### src/rtl/mem_port_arbiter.sv
// ============================================================================
// Module   : mem_port_arbiter
// Purpose  : Shares one synchronous single-port 256x8 RAM between the
//            instruction fetch (if_*), data load/store (dm_*) and
//            loader/debug (ld_*) requesters, one access per cycle.
//            Fixed priority ld > dm > if. Each grant is a one-cycle pulse
//            and read data returns two cycles after the request is sampled.
// Options  : define STARVE_GUARD_EN to promote fetch above dm after
//            MAX_WAIT consecutive denials (MAX_WAIT must be 1..7).
// Revision : 1.0  initial release
// ============================================================================
`default_nettype none

module mem_port_arbiter #(
    parameter int AW       = 8,
    parameter int DW       = 8,
    parameter int MAX_WAIT = 4
) (
    input  logic          clk,
    input  logic          rst_n,
    // instruction fetch
    input  logic          if_req,
    input  logic [AW-1:0] if_addr,
    output logic          if_gnt,
    output logic          if_rvalid,
    output logic [DW-1:0] if_rdata,
    // data load/store
    input  logic          dm_req,
    input  logic          dm_we,
    input  logic [AW-1:0] dm_addr,
    input  logic [DW-1:0] dm_wdata,
    output logic          dm_gnt,
    output logic          dm_rvalid,
    output logic [DW-1:0] dm_rdata,
    // program loader / debug
    input  logic          ld_req,
    input  logic          ld_we,
    input  logic [AW-1:0] ld_addr,
    input  logic [DW-1:0] ld_wdata,
    output logic          ld_gnt,
    output logic          ld_rvalid,
    output logic [DW-1:0] ld_rdata,
    // RAM command / response
    output logic          mem_en,
    output logic          mem_we,
    output logic [AW-1:0] mem_addr,
    output logic [DW-1:0] mem_wdata,
    input  logic [DW-1:0] mem_rdata
);

    localparam logic [1:0] OWN_NONE = 2'd0;
    localparam logic [1:0] OWN_IF   = 2'd1;
    localparam logic [1:0] OWN_DM   = 2'd2;
    localparam logic [1:0] OWN_LD   = 2'd3;

    localparam logic [2:0] WAIT_LIMIT = 3'(MAX_WAIT);

    // The 3-bit wait counter cannot represent limits outside 1..7.
    if (MAX_WAIT < 1 || MAX_WAIT > 7) begin : g_max_wait_check
        $error("mem_port_arbiter: MAX_WAIT must be in 1..7");
    end

    // Command stage (cycle N+1): current owner and whether it is a read
    logic [1:0]    owner_q, owner_d;
    logic          rd_q, rd_d;
    // Response stage (cycle N+2): owner/read flag delayed one cycle
    logic [1:0]    rsp_owner_q;
    logic          rsp_rd_q;
    // RAM command registers
    logic          mem_en_q, mem_en_d;
    logic          mem_we_q, mem_we_d;
    logic [AW-1:0] mem_addr_q, mem_addr_d;
    logic [DW-1:0] mem_wdata_q, mem_wdata_d;

    logic          if_elig, dm_elig, ld_elig;
    logic          if_promote;

    // A requester whose grant is showing this cycle sits out one arbitration,
    // which covers the cycle it needs to drop its level request.
    assign if_elig = if_req & (owner_q != OWN_IF);
    assign dm_elig = dm_req & (owner_q != OWN_DM);
    assign ld_elig = ld_req & (owner_q != OWN_LD);

`ifdef STARVE_GUARD_EN
    logic [2:0] wait_q, wait_d;

    assign if_promote = (wait_q >= WAIT_LIMIT);

    // Count consecutive denials of an eligible fetch; saturate at 7
    always_comb begin
        wait_d = wait_q;
        if (!if_req || owner_d == OWN_IF) begin
            wait_d = '0;
        end else if (if_elig && wait_q != 3'd7) begin
            wait_d = wait_q + 3'd1;
        end
    end

    // Fetch wait counter register
    always_ff @(posedge clk) begin
        if (!rst_n) begin
            wait_q <= '0;
        end else begin
            wait_q <= wait_d;
        end
    end
`else
    assign if_promote = 1'b0;
`endif

    // Pick the winner: ld always first, promoted fetch next, then dm, then fetch
    always_comb begin
        owner_d = OWN_NONE;
        if (ld_elig) begin
            owner_d = OWN_LD;
        end else if (if_elig && if_promote) begin
            owner_d = OWN_IF;
        end else if (dm_elig) begin
            owner_d = OWN_DM;
        end else if (if_elig) begin
            owner_d = OWN_IF;
        end
    end

    // Load the RAM command from the winner; address/data hold when idle
    always_comb begin
        rd_d        = 1'b0;
        mem_en_d    = 1'b0;
        mem_we_d    = 1'b0;
        mem_addr_d  = mem_addr_q;
        mem_wdata_d = mem_wdata_q;
        case (owner_d)
            OWN_LD: begin
                rd_d        = ~ld_we;
                mem_en_d    = 1'b1;
                mem_we_d    = ld_we;
                mem_addr_d  = ld_addr;
                mem_wdata_d = ld_wdata;
            end
            OWN_DM: begin
                rd_d        = ~dm_we;
                mem_en_d    = 1'b1;
                mem_we_d    = dm_we;
                mem_addr_d  = dm_addr;
                mem_wdata_d = dm_wdata;
            end
            OWN_IF: begin
                rd_d        = 1'b1;
                mem_en_d    = 1'b1;
                mem_we_d    = 1'b0;
                mem_addr_d  = if_addr;
            end
            default: begin
            end
        endcase
    end

    // Command and response pipeline registers
    always_ff @(posedge clk) begin
        if (!rst_n) begin
            owner_q     <= OWN_NONE;
            rd_q        <= 1'b0;
            rsp_owner_q <= OWN_NONE;
            rsp_rd_q    <= 1'b0;
            mem_en_q    <= 1'b0;
            mem_we_q    <= 1'b0;
            mem_addr_q  <= '0;
            mem_wdata_q <= '0;
        end else begin
            owner_q     <= owner_d;
            rd_q        <= rd_d;
            rsp_owner_q <= owner_q;
            rsp_rd_q    <= rd_q;
            mem_en_q    <= mem_en_d;
            mem_we_q    <= mem_we_d;
            mem_addr_q  <= mem_addr_d;
            mem_wdata_q <= mem_wdata_d;
        end
    end

    // Strobes are qualified by rst_n so that asserting reset cancels a pending
    // grant, RAM command or read response in the same cycle.
    assign ld_gnt    = rst_n & (owner_q == OWN_LD);
    assign dm_gnt    = rst_n & (owner_q == OWN_DM);
    assign if_gnt    = rst_n & (owner_q == OWN_IF);
    assign ld_rvalid = rst_n & rsp_rd_q & (rsp_owner_q == OWN_LD);
    assign dm_rvalid = rst_n & rsp_rd_q & (rsp_owner_q == OWN_DM);
    assign if_rvalid = rst_n & rsp_rd_q & (rsp_owner_q == OWN_IF);

    // Read data is broadcast; only the owner's rvalid qualifies it
    assign if_rdata  = mem_rdata;
    assign dm_rdata  = mem_rdata;
    assign ld_rdata  = mem_rdata;

    assign mem_en    = rst_n & mem_en_q;
    assign mem_we    = rst_n & mem_we_q;
    assign mem_addr  = mem_addr_q;
    assign mem_wdata = mem_wdata_q;

endmodule

`default_nettype wire

### config.mk
export PLATFORM = sky130hd
export DESIGN_NAME = mem_port_arbiter
export DESIGN_NICKNAME = d
export VERILOG_FILES = /design/src/rtl/mem_port_arbiter.sv
export SDC_FILE = /design/constraint.sdc
export NUM_CORES = 1
export LEC_CHECK = 0
export ABC_AREA = 1
export ABC_CLOCK_PERIOD_IN_PS = 1700
export CAP_MARGIN = 20
export CELL_PAD_IN_SITES_DETAIL_PLACEMENT = 2
export CELL_PAD_IN_SITES_GLOBAL_PLACEMENT = 2
export CORE_ASPECT_RATIO = 0.6
export CORE_MARGIN = 10
export CORE_UTILIZATION = 27
export DETAILED_ROUTE_END_ITERATION = 10
export DONT_BUFFER_PORTS = 1
export HOLD_SLACK_MARGIN = 0.05
export PLACE_DENSITY = 0.82
export SYNTH_ARGS = -nofsm -noshare
export SYNTH_HDL_FRONTEND = slang
export SYNTH_SLANG_ARGS = --single-unit
export TNS_END_PERCENT = 20
### constraint.sdc
create_clock -name clk -period 1.7 [get_ports clk]
set_input_delay 0.34 -clock clk [delete_from_list [all_inputs] [get_ports clk]]
set_output_delay 0.34 -clock clk [all_outputs]
set_load 0.01 [all_outputs]
# After elaboration in Yosys (flattened, before gate mapping)
# Cells that the tools add are included.
# totals
latch_bits	0
register_bits	24
mem_bits_rw	0
output_inout_bits	48
mem_count	0
rom_bits	0
# op_classes
div	0
muxes	8
reduce_logical	3
n_lt_le_gt_ge	0
add_sub_neg	0
n_bitwise	14
n_mul	0
shifts	0
eq_ne	12
# ops
op	n
$pmux 8 s3	1
$pmux 8 s2	1
$and 1x1->1	12
$eq 2x2->1 const B	6
$eq 2x1->1 const B	3
$mux 2	2
$ne 2x2->1 const B	2
$pmux 1 s3	1
$reduce_bool 3->1	1
$reduce_or 3->1	1
$mux 1	2
$ne 2x1->1 const B	1
$not 1->1	2
$pmux 1 s2	1
$reduce_bool 2->1	1

# Logic depth before layout (Yosys ltp)
# logic_depth
depth_word	8
ltp_mapped	13
depth_no_buf	12

# Worst setup path before layout
# Ideal clock, no wire load.
# synth_timing
kind	reg2reg
start	register owner_q[1]
end	register mem_wdata_q[0] (netlist: mem_wdata[0])
setup_time_ns	0.115
path_stages_with_launch	13
n_path_buf	2
setup_slack_ns	0.023
arrival_time_ns	1.562
path_cell_list	dfxtp_1 > nand2_1 > nand2_1 > buf_4 > nand2_1 > inv_1 > ha_1 > buf_4 > clkinv_1 > nand2_1 > nand2_1 > a21oi_1 > nor2_1
# synth_via
elab_chain_len	7
elab_cells_between_ends	13
cone_classes	eq/ne (5); mux (4); bitwise (3); reduce/logical (1)
# synth_rtl
item	line	rtl
start, declared	64	logic [1:0] owner_q, owner_d;
start signal, assigned	170	owner_q <= owner_d;
$ne 2x1->1	80	assign if_elig = if_req & (owner_q != OWN_IF);
$and 1x1->1	80	
$mux 1	120	end else if (if_elig) begin
$mux 2	118	end else if (dm_elig) begin
$mux 2 (*)	114	if (ld_elig) begin
named net owner_d[0]	64	
$eq 2x2->1	132	case (owner_d)
$pmux 8 s2 / $reduce_bool 2->1 (equally long branches)	-	
end signal, assigned	177	mem_wdata_q <= mem_wdata_d;
end, declared	73	logic [DW-1:0] mem_wdata_q, mem_wdata_d;
# Mark *: on every way through the listed nets, which the timed path passes. The rest lies on a longest branch.
# A chain may end at the register's enable or synchronous reset.

# Final worst setup path
# layout_timing
start	register owner_q[1]
end	register mem_wdata_q[4] (netlist: mem_wdata[4])
# Same word-level chain as after synthesis.

==> flow_metrics.env <==
export IMPL_status="complete, no violations"
export IMPL_syn_nets=286
export IMPL_start_util_pct=28.9
export IMPL_pwr_share_clk_pct=23.2
export IMPL_die_h_um=77.9
export IMPL_comb_power_share_pct=28.9
export IMPL_crit_chain="inv_1 > a21boi_2 > nand2_4 > nand2_4 > inv_4 > buf_6 > ha_4 > buf_4 > nand2_1 > nand2_1 > a21oi_2 > nor2_1"
export IMPL_setup_viol=0
export IMPL_cap_violations=0
export IMPL_hold_buffers=0
export IMPL_gp_congestion=0.740
export IMPL_crit_required_ns=1.86
export IMPL_critPathKind="reg -> reg"
export IMPL_antenna_left=0
export IMPL_maxSlewViolCount=0
export IMPL_rows=20
export IMPL_fin_crit_sh_pct=94.6
export IMPL_hold_path_class="in -> reg"
export IMPL_period_needed_ns=1.61
export IMPL_synth_mux_area_share_pct=0
export IMPL_vias=1316
export IMPL_p_sw_mw=0.476
export IMPL_max_freq_mhz=622
export IMPL_drt_wl_total_mm=5.04
export IMPL_preCtsSetupSlack_ns=-0.219
export IMPL_worstPathArrival_ns=1.77
export IMPL_synth_seq_cells=24
export IMPL_swShare_pct=32.9
export IMPL_coreArea_um2=5230
export IMPL_fin_util_pct=31.5
export IMPL_io_buffers=0
export IMPL_synthSimpleGateAreaFrac_pct=33.1
export IMPL_rsz0062_at_grt="true"
export IMPL_setup_tns_ns=0
export IMPL_setup_ws_ns=0.0920
export IMPL_cts_sinks=24
export IMPL_wl_per_cell_um=17.9
export IMPL_cts_tree="yes"
export IMPL_yosys_warnings=0
export IMPL_crit_path_end_kind="flip-flop"
export IMPL_die_area_um2=9080
export IMPL_grt_usage_pct=10.6
export IMPL_viasPerCell=4.68
export IMPL_clock_root_buffer="clkbuf_8"
export IMPL_max_stage_delay_ns=0.36
export IMPL_cp_start_kind="flip-flop"
export IMPL_clockBufferDepth=2
export IMPL_dieWidth_um=117
export IMPL_synth_cell_types=22
export IMPL_irDropWorstVdd_v=0.000290
export IMPL_io_pins=103
export IMPL_leakagePower_nw=0.786
export IMPL_grt_max_degree=25
export IMPL_dr_pass1_iters=3
export IMPL_area_growth_pct=8.95
export IMPL_fill_cells=644
export IMPL_antenna_found_initial=0
export IMPL_worst_pin_slew_ns=0.414
export IMPL_skew_ns=0.00173
export IMPL_final_nets=276
export IMPL_slowest_stage="dfxtp_2"
export IMPL_h_tree_depth=1
export IMPL_initialDrtViolationCount=26
export IMPL_cp_max_fo=4
export IMPL_synth_avg_cell_area_um2=6.65
export IMPL_dp_hpwl_mm=4.08
export IMPL_diodes=0
export IMPL_post_cts_buffers=0
export IMPL_grt_pass1_wl_mm=7.66
export IMPL_hold_viol=0
export IMPL_clock_latency_ns=0.26
export IMPL_seq_area_frac_synth_pct=31.8
export IMPL_synth_xor_area_share_pct=0
export IMPL_finalPower_mw=1.45
export IMPL_drive_gt1_share_pct=25.6
export IMPL_fin_hold_ws_ns=0.173
export IMPL_synthAdderAreaFrac_pct=3.31
export IMPL_cts_made_buffers=3
export IMPL_power_density_nw_per_um2=879
export IMPL_synth_area_um2=1510
export IMPL_post_route_drc_count=0
export IMPL_first_global_vias=1407
export IMPL_netlist_instances=227
export IMPL_synth_top_family_by_area="simple AND/OR/NAND/NOR gates"
export IMPL_synth_compound_area_share_pct=9.44
export IMPL_clkSlewWorstSetupHoldPaths_ns=0.08
export IMPL_rrSetupSlack_ns=0.09
export IMPL_seqPwrFrac_pct=47.9
export IMPL_slew_headroom_pct=72.2
export IMPL_grt_overflow=0
export IMPL_p_int_mw=0.971
-- final cells by class --
class | count | area, um2 | share of cell area [%]
multi-input combinational | 146 | 774 | 47.1
clock buffer | 3 | 41.3 | 2.51
timing repair buffer | 19 | 170 | 10.3
sequential | 24 | 485 | 29.5
tap | 66 | 82.6 | 5.02
inverter | 23 | 91.3 | 5.55
-- final timing paths --
check | end | start | depth (start not counted)
worst min register to register | rsp_rd_q$_SDFF_PN0_ | rd_q$_SDFF_PN0_ | 2
worst min-delay path | rsp_rd_q$_SDFF_PN0_ | rst_n | 2
worst max register to register | mem_wdata[4]$_SDFFE_PN0P_ | owner_q[1]$_SDFF_PN0_ | 12
worst max-delay path | mem_wdata[4]$_SDFFE_PN0P_ | owner_q[1]$_SDFF_PN0_ | 12
-- critical path: cells and delay by family, from the launching register on --
family          cells  cell delay [ns]
flops               1             0.36
buf+inv             4             0.36
simple gates        5             0.33
compound gates      2             0.27
fa+ha+maj           1             0.18
-- power by group through the flow --
stage | logic [mW] | registers [mW] | clock network [mW]
6_report | 0.418 | 0.693 | 0.336
5_1_grt | 0.477 | 0.704 | 0.373
4_1_cts | 0.387 | 0.697 | 0.356
3_5_place_dp | 0.367 | 0.710 | 0
3_3_place_gp | 0.346 | 0.707 | 0
2_1_floorplan | 0.313 | 0.689 | 0
-- kinds of logic after synthesis --
logic type | count (synthesis)
and+or+nand+nor | 116
buffers and inverters | 57
AOI/OAI and AO/OA | 26
DFF | 24
adders and majority gates | 4
-- sequential cells by signal, summed over array words and instances, names as in the netlist --
name / flops
mem_addr: 8
mem_en_q: 1
mem_wdata: 8
mem_we_q: 1
owner_q: 2
rd_q: 1
rsp_owner_q: 2
rsp_rd_q: 1
-- synthesized netlist by cell type --
cell type | n | share of area, %
a21boi_0 | 1 | 0.50
a21oi_1 | 15 | 5.0
buf_2 | 5 | 1.7
buf_4 | 27 | 13
buf_6 | 2 | 1.5
clkinv_1 | 1 | 0.25
dfxtp_1 | 24 | 32
ha_1 | 4 | 3.3
inv_1 | 21 | 5.2
inv_2 | 1 | 0.25
nand2_1 | 70 | 17
nand2_2 | 2 | 0.83
nand2_4 | 1 | 0.75
nand3_1 | 17 | 5.6
nand3_2 | 2 | 1.3
nor2_1 | 15 | 3.7
nor3_1 | 3 | 0.99
o211ai_1 | 2 | 0.99
o21a_1 | 1 | 0.50
o21ai_0 | 6 | 2.0
o21bai_1 | 1 | 0.50
or2_2 | 6 | 2.5
-- per-stage QoR --
stage | cells | area [um2]
after floorplan | 227 | 1510
after global placement | 278 | 1500
after global routing | 281 | 1650
final | 281 | 1650
after detailed placement | 278 | 1500
after CTS | 281 | 1570
-- cell usage in the layout (no fill, tap or decap) --
cell and instances:
buf_4 14, o21ai_0 6, nand2_4 3, inv_4 2, inv_1 19, o21a_1 1
nor3_1 3, ha_1 1, nand2_1 66, a21boi_2 1, o21bai_1 1, ha_2 1
a21oi_2 8, a21oi_1 7, buf_6 4, o211ai_1 2, nand3_1 17, ha_4 2
nand2_2 4, clkbuf_8 3, dfxtp_2 1, or2_2 6, inv_2 2, dfxtp_1 22
nand3_2 2, nor2_1 15, buf_12 1, dfxtp_4 1
-- what timing repair did --
item,in CTS,in global routing
pin swaps,1,6
resized for setup,9,24
endpoints found under the setup margin,18,18
-- per-layer routing --
layer  global-route usage (%)  up-vias  routed length, um
li1                         -      653                  -
met1                     12.4      613               2160
met2                     17.4       48               2370
met3                     4.76        2                475
met4                     2.21        0                 34
met5                        0        -                  0
(Power assumes the default switching activity.)
